`src/rtl/cdb_pkg.sv`:
```
// Shared types and widths for the common-data-bus arbiter slice.
// Tag 0 is the idle/null tag and is never broadcast as a real result.
package cdb_pkg;

    localparam int TAG_W  = 6;
    localparam int DATA_W = 32;
    localparam int CDB_W  = TAG_W + DATA_W;

    localparam logic [TAG_W-1:0] NULL_TAG = '0;

    typedef struct packed {
        logic [TAG_W-1:0]  tag;
        logic [DATA_W-1:0] data;
    } cdb_t;

    function automatic cdb_t cdb_pack(input logic [TAG_W-1:0] tag, input logic [DATA_W-1:0] data);
        cdb_t e;
        e.tag  = tag;
        e.data = data;
        return e;
    endfunction

    function automatic logic cdb_is_null(input cdb_t e);
        return e.tag == NULL_TAG;
    endfunction

endpackage

```
`src/rtl/cdb_arbiter_if.sv`:
```
// Result-request and CDB broadcast bundle between execution units and the arbiter.
interface cdb_arbiter_if
    import cdb_pkg::*;
#(
    parameter int NUM_REQ = 4,
    parameter int NUM_CDB = 3
) ();

    logic [NUM_REQ-1:0]       req_valid;
    logic [NUM_REQ*CDB_W-1:0] req_data;
    logic [NUM_REQ-1:0]       req_ready;
    logic [NUM_CDB*CDB_W-1:0] cdb;
    logic [NUM_CDB-1:0]       cdb_valid;

    modport master (
        output req_valid, req_data,
        input  req_ready, cdb, cdb_valid
    );

    modport slave (
        input  req_valid, req_data,
        output req_ready, cdb, cdb_valid
    );

endinterface

```
`src/rtl/cdb_req_fifo.sv`:
```
// Two-entry per-unit result queue; ready comes from the registered count only.
module cdb_req_fifo
    import cdb_pkg::*;
(
    input  logic       clk,
    input  logic       rst_n,
    input  logic       flush,
    input  logic       push,
    input  cdb_t       din,
    input  logic       pop,
    output cdb_t       dout,
    output logic [1:0] count,
    output logic       ready
);

    cdb_t mem [2];
    logic wr_ptr;
    logic rd_ptr;

    always_ff @(posedge clk or negedge rst_n) begin
        if (!rst_n) begin
            count  <= 2'd0;
            wr_ptr <= 1'b0;
            rd_ptr <= 1'b0;
            mem[0] <= '0;
            mem[1] <= '0;
        end else if (flush) begin
            count  <= 2'd0;
            wr_ptr <= 1'b0;
            rd_ptr <= 1'b0;
        end else begin
            if (push) begin
                mem[wr_ptr] <= din;
                wr_ptr      <= ~wr_ptr;
            end
            if (pop) begin
                rd_ptr <= ~rd_ptr;
            end
            case ({push, pop})
                2'b10:   count <= count + 2'd1;
                2'b01:   count <= count - 2'd1;
                default: count <= count;
            endcase
        end
    end

    assign dout  = mem[rd_ptr];
    assign ready = (count != 2'd2);

endmodule

```
`src/rtl/cdb_arbiter.sv`:
```
// Round-robin arbiter granting up to NUM_CDB queued results per cycle onto registered CDB slots.
// Optional performance counters are built when CDB_ARBITER_PERF_EN is defined.
module cdb_arbiter
    import cdb_pkg::*;
#(
    parameter int NUM_REQ = 4,
    parameter int NUM_CDB = 3
) (
    input  logic clk,
    input  logic reset_n,
    input  logic kill,
    cdb_arbiter_if.slave bus
`ifdef CDB_ARBITER_PERF_EN
    ,
    output logic [31:0] perf_grant_cnt,
    output logic [31:0] perf_conflict_cnt
`endif
);

    localparam int PTR_W = (NUM_REQ > 1) ? $clog2(NUM_REQ) : 1;

    cdb_t               head [NUM_REQ];
    logic [NUM_REQ-1:0] non_empty;
    logic [NUM_REQ-1:0] ready;
    logic [NUM_REQ-1:0] push;
    logic [NUM_REQ-1:0] grant;

    cdb_t               slot_ent [NUM_CDB];
    logic [NUM_CDB-1:0] slot_vld;
    cdb_t               cdb_q [NUM_CDB];
    logic [NUM_CDB-1:0] cdb_valid_q;

    logic [PTR_W-1:0]   rr_ptr;
    logic [PTR_W-1:0]   rr_next;
    logic [PTR_W-1:0]   last_idx;

    // Null-tag pushes are handshaken but never enter the queue.
    for (genvar i = 0; i < NUM_REQ; i++) begin : g_req
        cdb_t       req_ent;
        logic [1:0] count;

        assign req_ent      = bus.req_data[i*CDB_W +: CDB_W];
        assign push[i]      = bus.req_valid[i] & ready[i] & ~cdb_is_null(req_ent);
        assign non_empty[i] = (count != 2'd0);

        cdb_req_fifo u_fifo (
            .clk   (clk),
            .rst_n (reset_n),
            .flush (kill),
            .push  (push[i]),
            .din   (req_ent),
            .pop   (grant[i]),
            .dout  (head[i]),
            .count (count),
            .ready (ready[i])
        );
    end

    assign bus.req_ready = ready;

    always_comb begin : arb
        int idx;
        int n;
        grant    = '0;
        slot_vld = '0;
        last_idx = rr_ptr;
        idx      = 0;
        n        = 0;
        for (int k = 0; k < NUM_CDB; k++) begin
            slot_ent[k] = '0;
        end
        for (int j = 0; j < NUM_REQ; j++) begin
            idx = int'(rr_ptr) + j;
            if (idx >= NUM_REQ) begin
                idx = idx - NUM_REQ;
            end
            if (non_empty[idx] && (n < NUM_CDB)) begin
                grant[idx]  = 1'b1;
                slot_vld[n] = 1'b1;
                slot_ent[n] = head[idx];
                last_idx    = PTR_W'(idx);
                n           = n + 1;
            end
        end
    end

    always_comb begin
        rr_next = rr_ptr;
        if (|grant) begin
            rr_next = (int'(last_idx) == NUM_REQ - 1) ? '0 : last_idx + PTR_W'(1);
        end
    end

    always_ff @(posedge clk or negedge reset_n) begin
        if (!reset_n) begin
            rr_ptr      <= '0;
            cdb_valid_q <= '0;
            for (int k = 0; k < NUM_CDB; k++) begin
                cdb_q[k] <= '0;
            end
        end else if (kill) begin
            rr_ptr      <= '0;
            cdb_valid_q <= '0;
            for (int k = 0; k < NUM_CDB; k++) begin
                cdb_q[k] <= '0;
            end
        end else begin
            rr_ptr      <= rr_next;
            cdb_valid_q <= slot_vld;
            cdb_q       <= slot_ent;
        end
    end

    for (genvar k = 0; k < NUM_CDB; k++) begin : g_slot
        assign bus.cdb[k*CDB_W +: CDB_W] = cdb_q[k];
    end
    assign bus.cdb_valid = cdb_valid_q;

`ifdef CDB_ARBITER_PERF_EN
    logic [31:0] grant_inc;
    logic        conflict;

    assign grant_inc = 32'($countones(grant));
    assign conflict  = ($countones(non_empty) > NUM_CDB);

    always_ff @(posedge clk or negedge reset_n) begin
        if (!reset_n) begin
            perf_grant_cnt    <= '0;
            perf_conflict_cnt <= '0;
        end else if (kill) begin
            perf_grant_cnt    <= '0;
            perf_conflict_cnt <= '0;
        end else begin
            if (perf_grant_cnt > (32'hFFFF_FFFF - grant_inc)) begin
                perf_grant_cnt <= 32'hFFFF_FFFF;
            end else begin
                perf_grant_cnt <= perf_grant_cnt + grant_inc;
            end
            if (conflict && (perf_conflict_cnt != 32'hFFFF_FFFF)) begin
                perf_conflict_cnt <= perf_conflict_cnt + 32'd1;
            end
        end
    end
`endif

endmodule

```
`src/flat_wrapper.sv`:
```
// flat-port wrapper written by rule: the top's interface ports become plain ports
module cdb_arbiter_flat import cdb_pkg::*;
#(
    parameter int NUM_REQ = 4,
    parameter int NUM_CDB = 3
)
  (clk, reset_n, kill, bus_req_valid, bus_req_data, bus_req_ready, bus_cdb, bus_cdb_valid);
  cdb_arbiter_if #(.NUM_REQ(NUM_REQ), .NUM_CDB(NUM_CDB)) bus_i ();
  input  logic clk;
  input  logic reset_n;
  input  logic kill;
  input wire logic [$bits(bus_i.req_valid)-1:0] bus_req_valid;
  input wire logic [$bits(bus_i.req_data)-1:0] bus_req_data;
  output wire logic [$bits(bus_i.req_ready)-1:0] bus_req_ready;
  output wire logic [$bits(bus_i.cdb)-1:0] bus_cdb;
  output wire logic [$bits(bus_i.cdb_valid)-1:0] bus_cdb_valid;
  assign bus_i.req_valid = bus_req_valid;
  assign bus_i.req_data = bus_req_data;
  assign bus_req_ready = bus_i.req_ready;
  assign bus_cdb = bus_i.cdb;
  assign bus_cdb_valid = bus_i.cdb_valid;
  cdb_arbiter #(.NUM_REQ(NUM_REQ), .NUM_CDB(NUM_CDB)) u_core (.clk(clk), .reset_n(reset_n), .kill(kill), .bus(bus_i));
endmodule
```
`config.mk`:
```
export PLATFORM = sky130hd
export DESIGN_NAME = cdb_arbiter_flat
export DESIGN_NICKNAME = d
export VERILOG_FILES = /design/src/rtl/cdb_pkg.sv /design/src/rtl/cdb_arbiter_if.sv /design/src/rtl/cdb_req_fifo.sv /design/src/rtl/cdb_arbiter.sv /design/src/flat_wrapper.sv
export SDC_FILE = /design/constraint.sdc
export NUM_CORES = 1
export LEC_CHECK = 0
export CAP_MARGIN = 20
export CORE_ASPECT_RATIO = 0.75
export CORE_MARGIN = 2
export CORE_UTILIZATION = 35
export DETAILED_ROUTE_END_ITERATION = 8
export GPL_TIMING_DRIVEN = 0
export PLACE_DENSITY_LB_ADDON = 0.1
export SLEW_MARGIN = 10
export SYNTH_ARGS = -nofsm -noshare
export SYNTH_HDL_FRONTEND = slang
export SYNTH_HIERARCHICAL = 1
export SYNTH_SLANG_ARGS = --single-unit
```
`constraint.sdc`:
```
create_clock -name clk -period 8.8 [get_ports clk]
set_input_delay 1.76 -clock clk [delete_from_list [all_inputs] [get_ports clk]]
set_output_delay 1.76 -clock clk [all_outputs]
set_load 0.01 [all_outputs]
```
==> flow_summary.ini <==
[cells_and_area]
ff_latch_area_mm2 = 0.0110
final_cell_count_no_fill = 3366
drive_above_1_share_pct = 33.2
syn2layout_area_growth_pct = 22.6
final_common_cell = dfrtp_1
nets = 2537
final_cell_mix = dfrtp_1 (439), mux2_2 (370), clkdlybuf4s50_1 (277)
fillers = 6691
multi_input_area_mm2 = 0.0135

[logic_synthesis]
synth_seq_cells = 439
synth_warnings = 6
synth_fp_nets = 2205
ys_seq_area_share_pct = 43.2
ys.flop_type = dfrtp_1
syn_inst = 2035
postSynthAreaPerCell_um2 = 12.5
async_reset_ff_share_pct = 100
synth.distinct_cells = 62
syn_area_mm2 = 0.0254
synth_edf_count = 0

[floorplan]
pin_count = 280
initial_utilization_pct = 35.4
dieArea_mm2 = 0.0749
rows = 85
die_y_um = 237
die_w_um = 315
core_mm2 = 0.0719

[clock_network]
root_buffer = clkbuf_16
hold_buffers = 0
cts_resized = 0
cts-htree-levels = 2
numCtsBuffers = 47
cts_tree = built
path_clk_slew_ps = 80
clock_latency_ps = 600
clockBufferDepth = 3
cts_sinks = 439
postCtsSetupBuffers = 0

[drt]
wl_per_cell_um = 29.1
drt_iter0_drc = 1968
routed_wl_mm = 97.9
ant_nets = 0
num_vias = 19121
firstDrtPassIters = 5
route.detailed.drc = 0
via_per_inst = 5.68

[place]
port_buffers = 279
gp_congestion = 0.946
place_hpwl_mm = 73.6
placedCellCount = 3275

[job]
maxCapViolations = 0

[global_routing]
grt_pass1_vias = 19399
grt_max_degree = 110
antenna_found_initial = 5
grt_pass1_wl_mm = 139
globalRouteOverflowTotal = 0
grt_use_total_pct = 25.8

[critical_path]
required_ps = 9170
worstPathArrival_ps = 7830
start_kind = register
end_kind = register
path_class = reg2reg
cp_max_fo = 12
worstRegToRegCells = 15

[timing]
setup_tns_ps = 0
relSlewSlack_pct = 22.1
fin_crit_ps = 7460
hold_viol_final = 0
fmax_mhz = 134
skew_ps = 27.6
period_share_pct = 84.8
worst_pin_slew_ps = 1160
finalSetupViolCount = 0
drv_slew = 0
rsz0062_at_grt = no

[hold_path]
min_path_type = reg2reg
min_path_cells = 1

[run_status]
status = finished, final reports clean
==> metrics by stage <==
step	hold WS, ps	area (um^2)	utilization (%)	setup slack, ps
global route	515	31200	43.4	1350
finish	500	31200	43.4	1340
detailed placement	487	29500	41.1	1870
CTS	502	31200	43.4	1850
floorplan	474	25400	-	4430
global placement	481	29400	40.9	-13270
==> Yosys cell counts, types with 4 or more instances <==
cell | n | area (um^2)
dfrtp_1 | 439 | 11000
mux2_2 | 370 | 4170
mux2_4 | 160 | 2400
nand2_1 | 128 | 480
a21oi_1 | 116 | 581
mux2i_1 | 113 | 1130
nor2_1 | 99 | 372
mux4_2 | 80 | 1800
clkbuf_1 | 71 | 267
buf_2 | 48 | 240
nand3_1 | 44 | 220
o21ai_0 | 42 | 210
a211oi_1 | 40 | 300
o2111ai_1 | 39 | 342
a31oi_1 | 38 | 238
or3_1 | 38 | 238
buf_1 | 17 | 63.8
buf_6 | 13 | 146
xnor2_1 | 12 | 105
buf_4 | 11 | 82.6
ha_1 | 10 | 125
buf_12 | 8 | 160
nor3b_1 | 8 | 60.1
nor3_1 | 7 | 35.0
nand3b_1 | 5 | 37.5
o311a_1 | 5 | 50.1
and3b_1 | 4 | 35.0
inv_1 | 4 | 15.0
nand2b_1 | 4 | 25.0
nor3b_2 | 4 | 50.1
or2_2 | 4 | 25.0
or4_1 | 4 | 30.0
xor2_1 | 4 | 35.0
==> registers in the layout (all words and copies together), names as in the netlist <==
name                        count
u_core/g_req.u_fifo/mem       304
u_core/bus.cdb                114
u_core/g_req.u_fifo/count       8
u_core/g_req.u_fifo/rd_ptr      4
u_core/g_req.u_fifo/wr_ptr      4
u_core/bus.cdb_valid            3
u_core/rr_ptr                   2
==> cell families after synthesis <==
family,count (synthesis),share of synthesized area (%)
DFF,439,43.2
adders and majority gates,11,0.571
muxes,723,37.4
and+or+nand+nor,363,6.68
xor gates and xnor gates,16,0.551
AOI/OAI and AO/OA,308,7.79
buffers and inverters,175,3.88
==> per-layer routing <==
metal | part of all wire [%] | global-route usage [%] | vias to the layer above
li1 | - | - | 8248
met4 | 1.8 | 5.34 | 0
met1 | 48 | 39.9 | 9872
met3 | 9.1 | 5.96 | 108
met5 | 0 | 0 | -
met2 | 41 | 36.2 | 893
==> final timing paths <==
kind | startpoint | endpoint | slack [ps]
worst max-delay path | u_core/rr_ptr[1] | u_core/bus.cdb[62] | 1340
min in group asynchronous | reset_n | u_core/g_req[0].u_fifo/mem[28] | 1050
worst min register to register | u_core/g_req[1].u_fifo/mem[55] | u_core/g_req[1].u_fifo/mem[55] | 500
worst min-delay path | u_core/g_req[1].u_fifo/mem[55] | u_core/g_req[1].u_fifo/mem[55] | 500
max in group asynchronous | reset_n | u_core/g_req[1].u_fifo/mem[53] | 5890
worst max register to register | u_core/rr_ptr[1] | u_core/bus.cdb[62] | 1340
==> critical path, stage by stage (launching register included) <==
cell and delay [ps]:
dfrtp_1 590, clkbuf_1 530, buf_1 630, inv_1 230, ha_1 330, clkbuf_1 450, mux4_2 460, inv_2 240
clkbuf_1 820, ha_1 370, nand2_1 220, nand4_1 220, clkbuf_1 590, clkbuf_1 440, a31oi_1 150, a211oi_1 930
==> cell type report <==
cell class / count / share of cell area (%)
diodes: 4 / 0.0321
plain buffers: 168 / 3.08
clock buffers: 63 / 4.45
clock inverters: 24 / 0.779
inverters: 7 / 0.0843
multi-input cells: 1421 / 43.2
flip-flops and latches: 439 / 35.2
well taps: 957 / 3.84
repair buffers: 283 / 9.31
Power is not shown: default switching activity piles up to over one toggle a cycle in this logic, so the estimate is an artifact.
